$ cat src/rtl/muldiv_seq_pkg.sv
// Shared types for the RV32M multiply/divide sequencer: funct3 encodings, funct7 tag, FSM states.
// Latency: n/a (types and constants only).
// Backpressure: n/a.
package muldiv_seq_pkg;

    localparam logic [6:0] OPCODE_OP     = 7'b0110011;
    localparam logic [6:0] FUNCT7_MULDIV = 7'b0000001;

    typedef enum logic [2:0] {
        MULDIV_FUNC_MUL    = 3'd0,
        MULDIV_FUNC_MULH   = 3'd1,
        MULDIV_FUNC_MULHSU = 3'd2,
        MULDIV_FUNC_MULHU  = 3'd3,
        MULDIV_FUNC_DIV    = 3'd4,
        MULDIV_FUNC_DIVU   = 3'd5,
        MULDIV_FUNC_REM    = 3'd6,
        MULDIV_FUNC_REMU   = 3'd7
    } muldiv_func_t;

    typedef enum logic [1:0] {
        IDLE,
        CALC,
        FIX,
        DONE
    } muldiv_state_t;

    // funct3[2] separates the divide family from the multiply family
    function automatic logic func_is_div(input muldiv_func_t f);
        return f[2];
    endfunction

endpackage

$ cat src/rtl/muldiv_seq_if.sv
// Request/response bundle between execute stage and the mul/div sequencer.
// Latency: n/a (wiring only).
// Backpressure: valid/ready on both request and response; flush kills the in-flight op.
interface muldiv_seq_if #(parameter int XLEN = 32);

    logic            flush;
    logic            req_valid;
    logic            req_ready;
    logic [2:0]      req_func;
    logic [XLEN-1:0] req_a;
    logic [XLEN-1:0] req_b;
    logic            resp_valid;
    logic            resp_ready;
    logic [XLEN-1:0] resp_result;
    logic            busy;

    modport master (
        output flush, req_valid, req_func, req_a, req_b, resp_ready,
        input  req_ready, resp_valid, resp_result, busy
    );

    modport slave (
        input  flush, req_valid, req_func, req_a, req_b, resp_ready,
        output req_ready, resp_valid, resp_result, busy
    );

endinterface

$ cat src/rtl/muldiv_decode.sv
// Decodes opcode/funct3/funct7 into the M-extension flag and the mul/div function.
// Latency: combinational.
// Backpressure: none.
module muldiv_decode
    import muldiv_seq_pkg::*;
(
    input  logic [6:0]   opcode,
    input  logic [2:0]   funct3,
    input  logic [6:0]   funct7,
    output logic         is_muldiv,
    output muldiv_func_t func
);

    assign is_muldiv = (opcode == OPCODE_OP) && (funct7 == FUNCT7_MULDIV);
    assign func      = muldiv_func_t'(funct3);

endmodule

$ cat src/rtl/muldiv_seq.sv
// Iterative RV32M mul/div: radix-2 shift-add / restoring divide over XLEN cycles, sign fix-up at the end.
// Latency: XLEN+2 cycles accept-to-resp_valid (1 cycle for div-by-zero/overflow with MULDIV_EARLY_OUT_EN).
// Backpressure: req_ready only in IDLE; result held in DONE until resp_ready; flush returns to IDLE.
module muldiv_seq
    import muldiv_seq_pkg::*;
#(
    parameter int XLEN = 32
)
(
    input  logic        clk,
    input  logic        rst_n,
    muldiv_seq_if.slave bus
);

    localparam int              CW      = $clog2(XLEN);
    localparam logic [XLEN-1:0] INT_MIN = {1'b1, {(XLEN-1){1'b0}}};

    muldiv_state_t     state_q, state_d;
    logic [CW-1:0]     cnt_q;
    muldiv_func_t      func_q;
    logic              neg_res_q, ovf_q;
    logic [2*XLEN-1:0] acc_q;
    logic [XLEN-1:0]   opnd_q;
    logic [XLEN-1:0]   result_q;

    muldiv_func_t      req_fn;
    logic              req_is_md, accept, early_out;
    logic              a_signed, b_signed, b_zero, req_ovf, req_neg, sa, sb;
    logic [XLEN-1:0]   a_mag, b_mag;

    muldiv_decode u_decode (
        .opcode    (OPCODE_OP),
        .funct3    (bus.req_func),
        .funct7    (FUNCT7_MULDIV),
        .is_muldiv (req_is_md),
        .func      (req_fn)
    );

    assign bus.req_ready   = (state_q == IDLE) && !bus.flush;
    assign bus.resp_valid  = (state_q == DONE);
    assign bus.resp_result = result_q;
    assign bus.busy        = (state_q != IDLE);
    assign accept          = bus.req_valid && bus.req_ready && req_is_md;
    assign sa              = bus.req_a[XLEN-1];
    assign sb              = bus.req_b[XLEN-1];

    always_comb begin
        a_signed = req_fn inside {MULDIV_FUNC_MULH, MULDIV_FUNC_MULHSU, MULDIV_FUNC_DIV, MULDIV_FUNC_REM};
        b_signed = req_fn inside {MULDIV_FUNC_MULH, MULDIV_FUNC_DIV, MULDIV_FUNC_REM};
        a_mag    = (a_signed && sa) ? -bus.req_a : bus.req_a;
        b_mag    = (b_signed && sb) ? -bus.req_b : bus.req_b;
        b_zero   = (bus.req_b == '0);
        req_ovf  = (req_fn == MULDIV_FUNC_DIV || req_fn == MULDIV_FUNC_REM)
                   && (bus.req_a == INT_MIN) && (&bus.req_b);
        // a zero divisor must leave the all-ones quotient un-negated
        case (req_fn)
            MULDIV_FUNC_MULH:                    req_neg = sa ^ sb;
            MULDIV_FUNC_DIV:                     req_neg = (sa ^ sb) && !b_zero;
            MULDIV_FUNC_MULHSU, MULDIV_FUNC_REM: req_neg = sa;
            default:                             req_neg = 1'b0;
        endcase
    end

`ifdef MULDIV_EARLY_OUT_EN
    logic [XLEN-1:0] early_res;
    assign early_out = func_is_div(req_fn) && (b_zero || req_ovf);
    always_comb begin
        early_res = '0;
        if (req_fn == MULDIV_FUNC_DIV || req_fn == MULDIV_FUNC_DIVU)
            early_res = b_zero ? '1 : bus.req_a;
        else
            early_res = b_zero ? bus.req_a : '0;
    end
`else
    assign early_out = 1'b0;
`endif

    logic [XLEN:0]     mul_sum, rem_sh;
    logic [XLEN-1:0]   rem_sub, quo_fix, rem_fix, fix_res;
    logic [2*XLEN-1:0] acc_step, prod_fix;

    // acc holds {hi product, multiplier} for MUL and {remainder, quotient} for DIV
    always_comb begin
        mul_sum = {1'b0, acc_q[2*XLEN-1:XLEN]} + (acc_q[0] ? {1'b0, opnd_q} : '0);
        rem_sh  = acc_q[2*XLEN-1:XLEN-1];
        rem_sub = rem_sh[XLEN-1:0] - opnd_q;
        if (func_is_div(func_q)) begin
            if (rem_sh >= {1'b0, opnd_q})
                acc_step = {rem_sub, acc_q[XLEN-2:0], 1'b1};
            else
                acc_step = {rem_sh[XLEN-1:0], acc_q[XLEN-2:0], 1'b0};
        end else begin
            acc_step = {mul_sum, acc_q[XLEN-1:1]};
        end

        prod_fix = neg_res_q ? -acc_q : acc_q;
        quo_fix  = neg_res_q ? -acc_q[XLEN-1:0] : acc_q[XLEN-1:0];
        rem_fix  = neg_res_q ? -acc_q[2*XLEN-1:XLEN] : acc_q[2*XLEN-1:XLEN];
        fix_res  = rem_fix;
        case (func_q)
            MULDIV_FUNC_MUL:                                       fix_res = prod_fix[XLEN-1:0];
            MULDIV_FUNC_MULH, MULDIV_FUNC_MULHSU, MULDIV_FUNC_MULHU: fix_res = prod_fix[2*XLEN-1:XLEN];
            MULDIV_FUNC_DIV, MULDIV_FUNC_DIVU:                     fix_res = quo_fix;
            default:                                               fix_res = rem_fix;
        endcase
        if (ovf_q)
            fix_res = (func_q == MULDIV_FUNC_DIV) ? INT_MIN : '0;
    end

    always_comb begin
        state_d = state_q;
        case (state_q)
            IDLE:    if (accept) state_d = early_out ? DONE : CALC;
            CALC:    if (cnt_q == '0) state_d = FIX;
            FIX:     state_d = DONE;
            DONE:    if (bus.resp_ready) state_d = IDLE;
            default: state_d = IDLE;
        endcase
        if (bus.flush)
            state_d = IDLE;
    end

    always_ff @(posedge clk or negedge rst_n) begin
        if (!rst_n) begin
            state_q   <= IDLE;
            cnt_q     <= '0;
            func_q    <= MULDIV_FUNC_MUL;
            neg_res_q <= 1'b0;
            ovf_q     <= 1'b0;
            acc_q     <= '0;
            opnd_q    <= '0;
            result_q  <= '0;
        end else begin
            state_q <= state_d;
            case (state_q)
                IDLE: if (accept) begin
                    cnt_q     <= CW'(XLEN-1);
                    func_q    <= req_fn;
                    neg_res_q <= req_neg;
                    ovf_q     <= req_ovf;
                    acc_q     <= {{XLEN{1'b0}}, a_mag};
                    opnd_q    <= b_mag;
`ifdef MULDIV_EARLY_OUT_EN
                    if (early_out)
                        result_q <= early_res;
`endif
                end
                CALC: begin
                    acc_q <= acc_step;
                    if (cnt_q != '0)
                        cnt_q <= cnt_q - CW'(1);
                end
                FIX:     result_q <= fix_res;
                default: ;
            endcase
        end
    end

endmodule

$ cat src/flat_wrapper.sv
// flat-port wrapper written by rule: the top's interface ports become plain ports
module muldiv_seq_flat import muldiv_seq_pkg::*;
#(
    parameter int XLEN = 32
)
  (clk, rst_n, bus_flush, bus_req_valid, bus_req_func, bus_req_a, bus_req_b, bus_resp_ready, bus_req_ready, bus_resp_valid, bus_resp_result, bus_busy);
  muldiv_seq_if #(.XLEN(XLEN)) bus_i ();
  input  logic clk;
  input  logic rst_n;
  input wire logic [$bits(bus_i.flush)-1:0] bus_flush;
  input wire logic [$bits(bus_i.req_valid)-1:0] bus_req_valid;
  input wire logic [$bits(bus_i.req_func)-1:0] bus_req_func;
  input wire logic [$bits(bus_i.req_a)-1:0] bus_req_a;
  input wire logic [$bits(bus_i.req_b)-1:0] bus_req_b;
  input wire logic [$bits(bus_i.resp_ready)-1:0] bus_resp_ready;
  output wire logic [$bits(bus_i.req_ready)-1:0] bus_req_ready;
  output wire logic [$bits(bus_i.resp_valid)-1:0] bus_resp_valid;
  output wire logic [$bits(bus_i.resp_result)-1:0] bus_resp_result;
  output wire logic [$bits(bus_i.busy)-1:0] bus_busy;
  assign bus_i.flush = bus_flush;
  assign bus_i.req_valid = bus_req_valid;
  assign bus_i.req_func = bus_req_func;
  assign bus_i.req_a = bus_req_a;
  assign bus_i.req_b = bus_req_b;
  assign bus_i.resp_ready = bus_resp_ready;
  assign bus_req_ready = bus_i.req_ready;
  assign bus_resp_valid = bus_i.resp_valid;
  assign bus_resp_result = bus_i.resp_result;
  assign bus_busy = bus_i.busy;
  muldiv_seq #(.XLEN(XLEN)) u_core (.clk(clk), .rst_n(rst_n), .bus(bus_i));
endmodule
$ cat config.mk
export PLATFORM = sky130hd
export DESIGN_NAME = muldiv_seq_flat
export DESIGN_NICKNAME = d
export VERILOG_FILES = /design/src/rtl/muldiv_seq_pkg.sv /design/src/rtl/muldiv_seq_if.sv /design/src/rtl/muldiv_decode.sv /design/src/rtl/muldiv_seq.sv /design/src/flat_wrapper.sv
export SDC_FILE = /design/constraint.sdc
export NUM_CORES = 1
export LEC_CHECK = 0
export ABC_CLOCK_PERIOD_IN_PS = 5180
export CORE_MARGIN = 4
export CORE_UTILIZATION = 35
export CTS_BUF_LIST = sky130_fd_sc_hd__clkbuf_4 sky130_fd_sc_hd__clkbuf_8 sky130_fd_sc_hd__clkbuf_16
export DETAILED_ROUTE_END_ITERATION = 7
export HOLD_SLACK_MARGIN = 0.05
export PLACE_DENSITY_LB_ADDON = 0.1
export SYNTH_ARGS = -nofsm -noshare
export SYNTH_HDL_FRONTEND = slang
export SYNTH_SLANG_ARGS = --single-unit
$ cat constraint.sdc
create_clock -name clk -period 5.18 [get_ports clk]
set_clock_uncertainty 0.05 [all_clocks]
set_input_delay 1.036 -clock clk [delete_from_list [all_inputs] [get_ports clk]]
set_output_delay 1.036 -clock clk [all_outputs]
set_load 0.01 [all_outputs]
Word-level counts from Yosys, hierarchy flattened:

Cells that the tools add are included.
W data, S select, Z words.

* register bits: 140
* input bits: 72
* output and inout port bits: 35
* logic and storage cells: 85

* add/sub/neg operators: 8
* $lt $le $gt $ge: 1
* eq/ne operators: 18
* muxes and demuxes: 22
* bitwise gates (word level): 1
* reduce and logical (&&, ||, !) cells: 27

Operator list (number)
* $mux W64: 4
* $mux W32: 7
* $neg A32 Y32: 4
* $pmux W64 S2: 1
* $pmux W32 S3: 1
* $neg A64 Y64: 1
* $add A32 B33 Y33: 1
* $ge A33 B32 Y1: 1
* $eq A32 B32 Y1 const B: 1
* $logic_not A32 Y1: 1
* $reduce_and A32 Y1: 1
* $sub A32 B32 Y32: 1
* $eq A3 B3 Y1 const B: 4
* $mux W5: 2
* $pmux W5 S2: 1
* $eq A3 B2 Y1 const B: 3
* $mux W2: 4
* $pmux W2 S4: 1
* $logic_and A1 B1 Y1: 7
* $eq A3 B1 Y1 const B: 2
* $ne A3 B2 Y1 const B: 2
* $reduce_and A3 Y1: 2
* $logic_not A5 Y1: 1
* $reduce_bool A5 Y1: 1
* other kinds (17): 23

Longest topological paths before layout:

* depth in word-level cells: 6
* mapped depth: 14
* mapped depth without buffers: 13

Modules after synthesis:

From an unflattened synthesis, not the netlist that was laid out.

* cells, all modules: 1770
* area, all modules: 13569.3 µm²

By module, submodules not included
* muldiv_seq: instances 1, cells an instance 1762, area an instance 13506.7 µm², sequential area each 3503.4 µm²
* muldiv_decode: instances 1, cells an instance 8, area an instance 62.6 µm², sequential area each 0.0 µm²

Worst setup path after synthesis:

No wires, ideal clock.

* path kind: input port to flip-flop
* start: input bus_req_a[11]
* end: register u_core.acc_q[27]
* library setup time: 0.116 ns
* data arrival time: 3.078 ns
* data required time: 5.014 ns
* path slack: 1.936 ns
* stages on the path: 8
* path buffers: 0
* path through: or3_1 -> or4_1 -> nor3_1 -> nand2_1 -> o21ai_0 -> o21ai_0 -> xnor2_1 -> o311ai_0

* longest elaborated chain between the ends: 4

Ends and longest elaborated chain
* from (decl): line flat_wrapper.sv:13 `input wire logic [$bits(bus_i.req_a)-1:0] bus_req_a;`
* $neg A32 Y32: line muldiv_seq.sv:50 `a_mag = (a_signed && sa) ? -bus.req_a : bus.req_a;`
* $mux W32: line muldiv_seq.sv:50
* $mux W64: line muldiv_seq.sv:136 `IDLE: if (accept) begin`
* $pmux W64 S2: line muldiv_seq.sv:135 `case (state_q)`
* to (signal assigned): line muldiv_seq.sv:141 `acc_q <= {{XLEN{1'b0}}, a_mag};`
* to (signal assigned): line muldiv_seq.sv:149 `acc_q <= acc_step;`
* to (decl): line muldiv_seq.sv:22 `logic [2*XLEN-1:0] acc_q;`

No other way between the ends. The select of a mux whose other input is x is not followed.
A chain may end at the register's enable or synchronous reset.

Final worst setup path:

* start: register u_core.acc_q[32]
* end: register u_core.acc_q[36]

* longest elaborated chain between the ends: 4
* elaborated cells between the ends (all ways): 6

Ends and longest elaborated chain
* $sub A32 B32 Y32 or $ge A33 B32 Y1 (tied branches): line muldiv_seq.sv:86, muldiv_seq.sv:88
* $mux W64: line muldiv_seq.sv:88 `if (rem_sh >= {1'b0, opnd_q})`
* $mux W64 *: line muldiv_seq.sv:87 `if (func_is_div(func_q)) begin`
* $pmux W64 S2 *: line muldiv_seq.sv:135

Every way passes the cells marked *; elsewhere a longest branch is shown, timed or not.

==> results.toml <==
[outcome]
outcome = "completed"

[finish]
area_growth_pct = 15.8
fill_cells = 4061
drive_above_1_share_pct = 5.58
n_antenna_cell = 0
mostFrequentLayoutCell = "nand2_1"
layout.nets = 2000
final_cell_mix = "nand2_1, o21ai_0, nor2_1"

[grt]
track_usage_pct = 23.2
grt_pass1_vias = 13259
globalRouteOverflowTotal = 0
antenna_found_initial = 0
grt_pass1_wl_um = 77400
grt_max_degree = 98

[run]
cap_violations = 0

[timing]
final_hold_viol_count = 0
slew_viol_final = 0
slew-limit-headroom_pct = 31.9
fmax_mhz = 250
post-route-period-util_pct = 77.2
worst_pin_slew_ps = 1020
setup_tns_ps = 0
fin_crit_ps = 4000
rsz0062_at_grt = "no"
setup_viol = 0
fin_ws_ps = 1180

[yosys]
postSynthAreaPerCell_um2 = 7.63
synth_area_leaders = "dfrtp_1, o21ai_0, ha_1"
synthDistinctLibCells = 75
synth_nets = 1949
synthFlopType = "dfrtp_1"
ys_async_sr_fraction_pct = 100
yosys_warnings = 0
yosysTopAreaCellShare_pct = 25.5
synth_top_area_cell = "dfrtp_1"
synth_area_um2 = 13700
yosysSeqAreaShare_pct = 25.5
ys_seq_elements = 140
synth_edf_count = 0
syn_inst = 1800

[detailed_routing]
ant_nets = 0
route.met3.wl_um = 2760
drt_iter0_drc = 1202
drcViolationCount = 0
routed_wl_um = 49600
top_layer = "met4"
vias_per_cell = 5.68
vias = 13518
wl_met1_um = 24200
drt_pass1_iterations = 5
route.met2.wl_um = 21400
routedWlPerCell_um = 20.8

[clock_tree]
cts_setup_buffers = 0
clock_latency_ps = 430
cts-root-buf = "clkbuf_16"
htree_levels = 4
clk_pin_slew_ps = 70
postCtsHoldBufs = 0
cts_sinks = 140
cts_tree = "done"
cts_resized = 0
cts.path.max_buffers = 2
numCtsBuffers = 17

[die]
pin_count = 107
die_area_um2 = 42400
die_w_um = 206
core_area_um2 = 38700
rows = 72
die_h_um = 206
start_util_pct = 35.4

[worst_setup_path]
crit_required_ps = 5460
setup.worst_path.start_class = "flip-flop"
cp.arrival_ps = 4280
crit_type = "flip-flop to flip-flop"
cp_max_fo = 22
end_kind = "flip-flop"

[power]
leakagePower_nw = 6.85
power.density_nw_per_um2 = 716
ir_worst_vdd_mv = 0.336

[placed_design]
routabilityCongestion = 0.969
dpl.hpwl_um = 38400
portBuffers = 106
pre_cts_slack_ps = 1140

[min_path]
hold_class = "flip-flop to flip-flop"
-- worst max-delay path, stage by stage, from the launching register on --
cell	delay [ps]
dfrtp_1	570
ha_1	320
nor2b_1	150
o31a_1	310
o21ba_2	250
o31a_1	330
o31ai_1	440
a31o_2	600
buf_4	350
mux2i_1	240
a21oi_1	90
a21o_1	190
-- per-layer routing --
metal	GRT usage, %	vias up
li1	-	6621
met1	34.7	6381
met5	0	-
met2	35.0	442
met3	2.95	74
met4	6.73	0
-- cells by family (layout without fill, tap and decap cells) --
logic type / after synthesis / count (layout) / share of synthesized area, %
flops: 140 / 140 / 25.5
xor+xnor: 177 / 177 / 11.3
buf+inv: 184 / 248 / 5.12
compound gates: 599 / 599 / 27.7
simple gates: 564 / 564 / 18.9
fa+ha+maj: 77 / 77 / 7.13
mux: 59 / 59 / 4.40
-- cells in the mapped netlist (all sizes together) (19+ instances only) --
cell type    n
or3         26
a21o        31
nand4       20
o22ai       21
nor3        41
nor2       157
o31ai       22
ha          75
xnor2       97
nand2      206
o21ai      208
mux2i       48
clkbuf      92
dfrtp      140
a21oi      124
o211ai      19
inv         77
o221ai      20
nand3       34
xor2        80
-- final cells by class --
type	count	area, um^2	area share (%)
multi-input combinational	1476	9530	59.9
sequential	140	3510	22.1
timing repair buffer	138	1300	8.19
tap	518	648	4.08
clock buffer	20	454	2.86
inverter	78	293	1.84
clock inverter	12	163	1.02
-- stage by stage --
step / hold slack, ps / std cells / utilization (%) / cell area (um^2) / total power [mW]
after global routing: 448 / 2382 / 41.0 / 15900 / 12.3
final: 428 / 2382 / 41.0 / 15900 / 11.4
after floorplan: 399 / 1800 / - / 13700 / 7.46
after global placement: 414 / 2350 / 39.4 / 15300 / 9.92
after detailed placement: 422 / 2350 / 39.4 / 15300 / 9.93
after CTS: 437 / 2382 / 41.0 / 15900 / 11.3
-- power breakdown --
group	internal [mW]	switching, mW	total, mW
logic	2.99	4.78	7.77
registers	1.56	0.729	2.29
clock network	0.787	0.535	1.32
-- state kept, by name, summed over array words and instances (netlist names) --
name	count
u_core.acc_q	64
u_core.bus.resp_result	32
u_core.cnt_q	5
u_core.func_q	3
u_core.neg_res_q	1
u_core.opnd_q	32
u_core.ovf_q	1
u_core.state_q	2
-- final timing paths --
check                                      start                          to  slack [ps]  cells after the start
worst max-delay path            u_core.acc_q[32]            u_core.acc_q[36]        1180                     11
worst max register to register  u_core.acc_q[32]            u_core.acc_q[36]        1180                     11
min in group asynchronous                  rst_n  u_core.bus.resp_result[26]         610                      1
worst min-delay path            u_core.opnd_q[8]            u_core.opnd_q[8]         430                      2
worst min register to register  u_core.opnd_q[8]            u_core.opnd_q[8]         430                      2
max in group asynchronous                  rst_n            u_core.func_q[2]        3460                      2
Note: power is estimated with default switching activity, not from simulation.
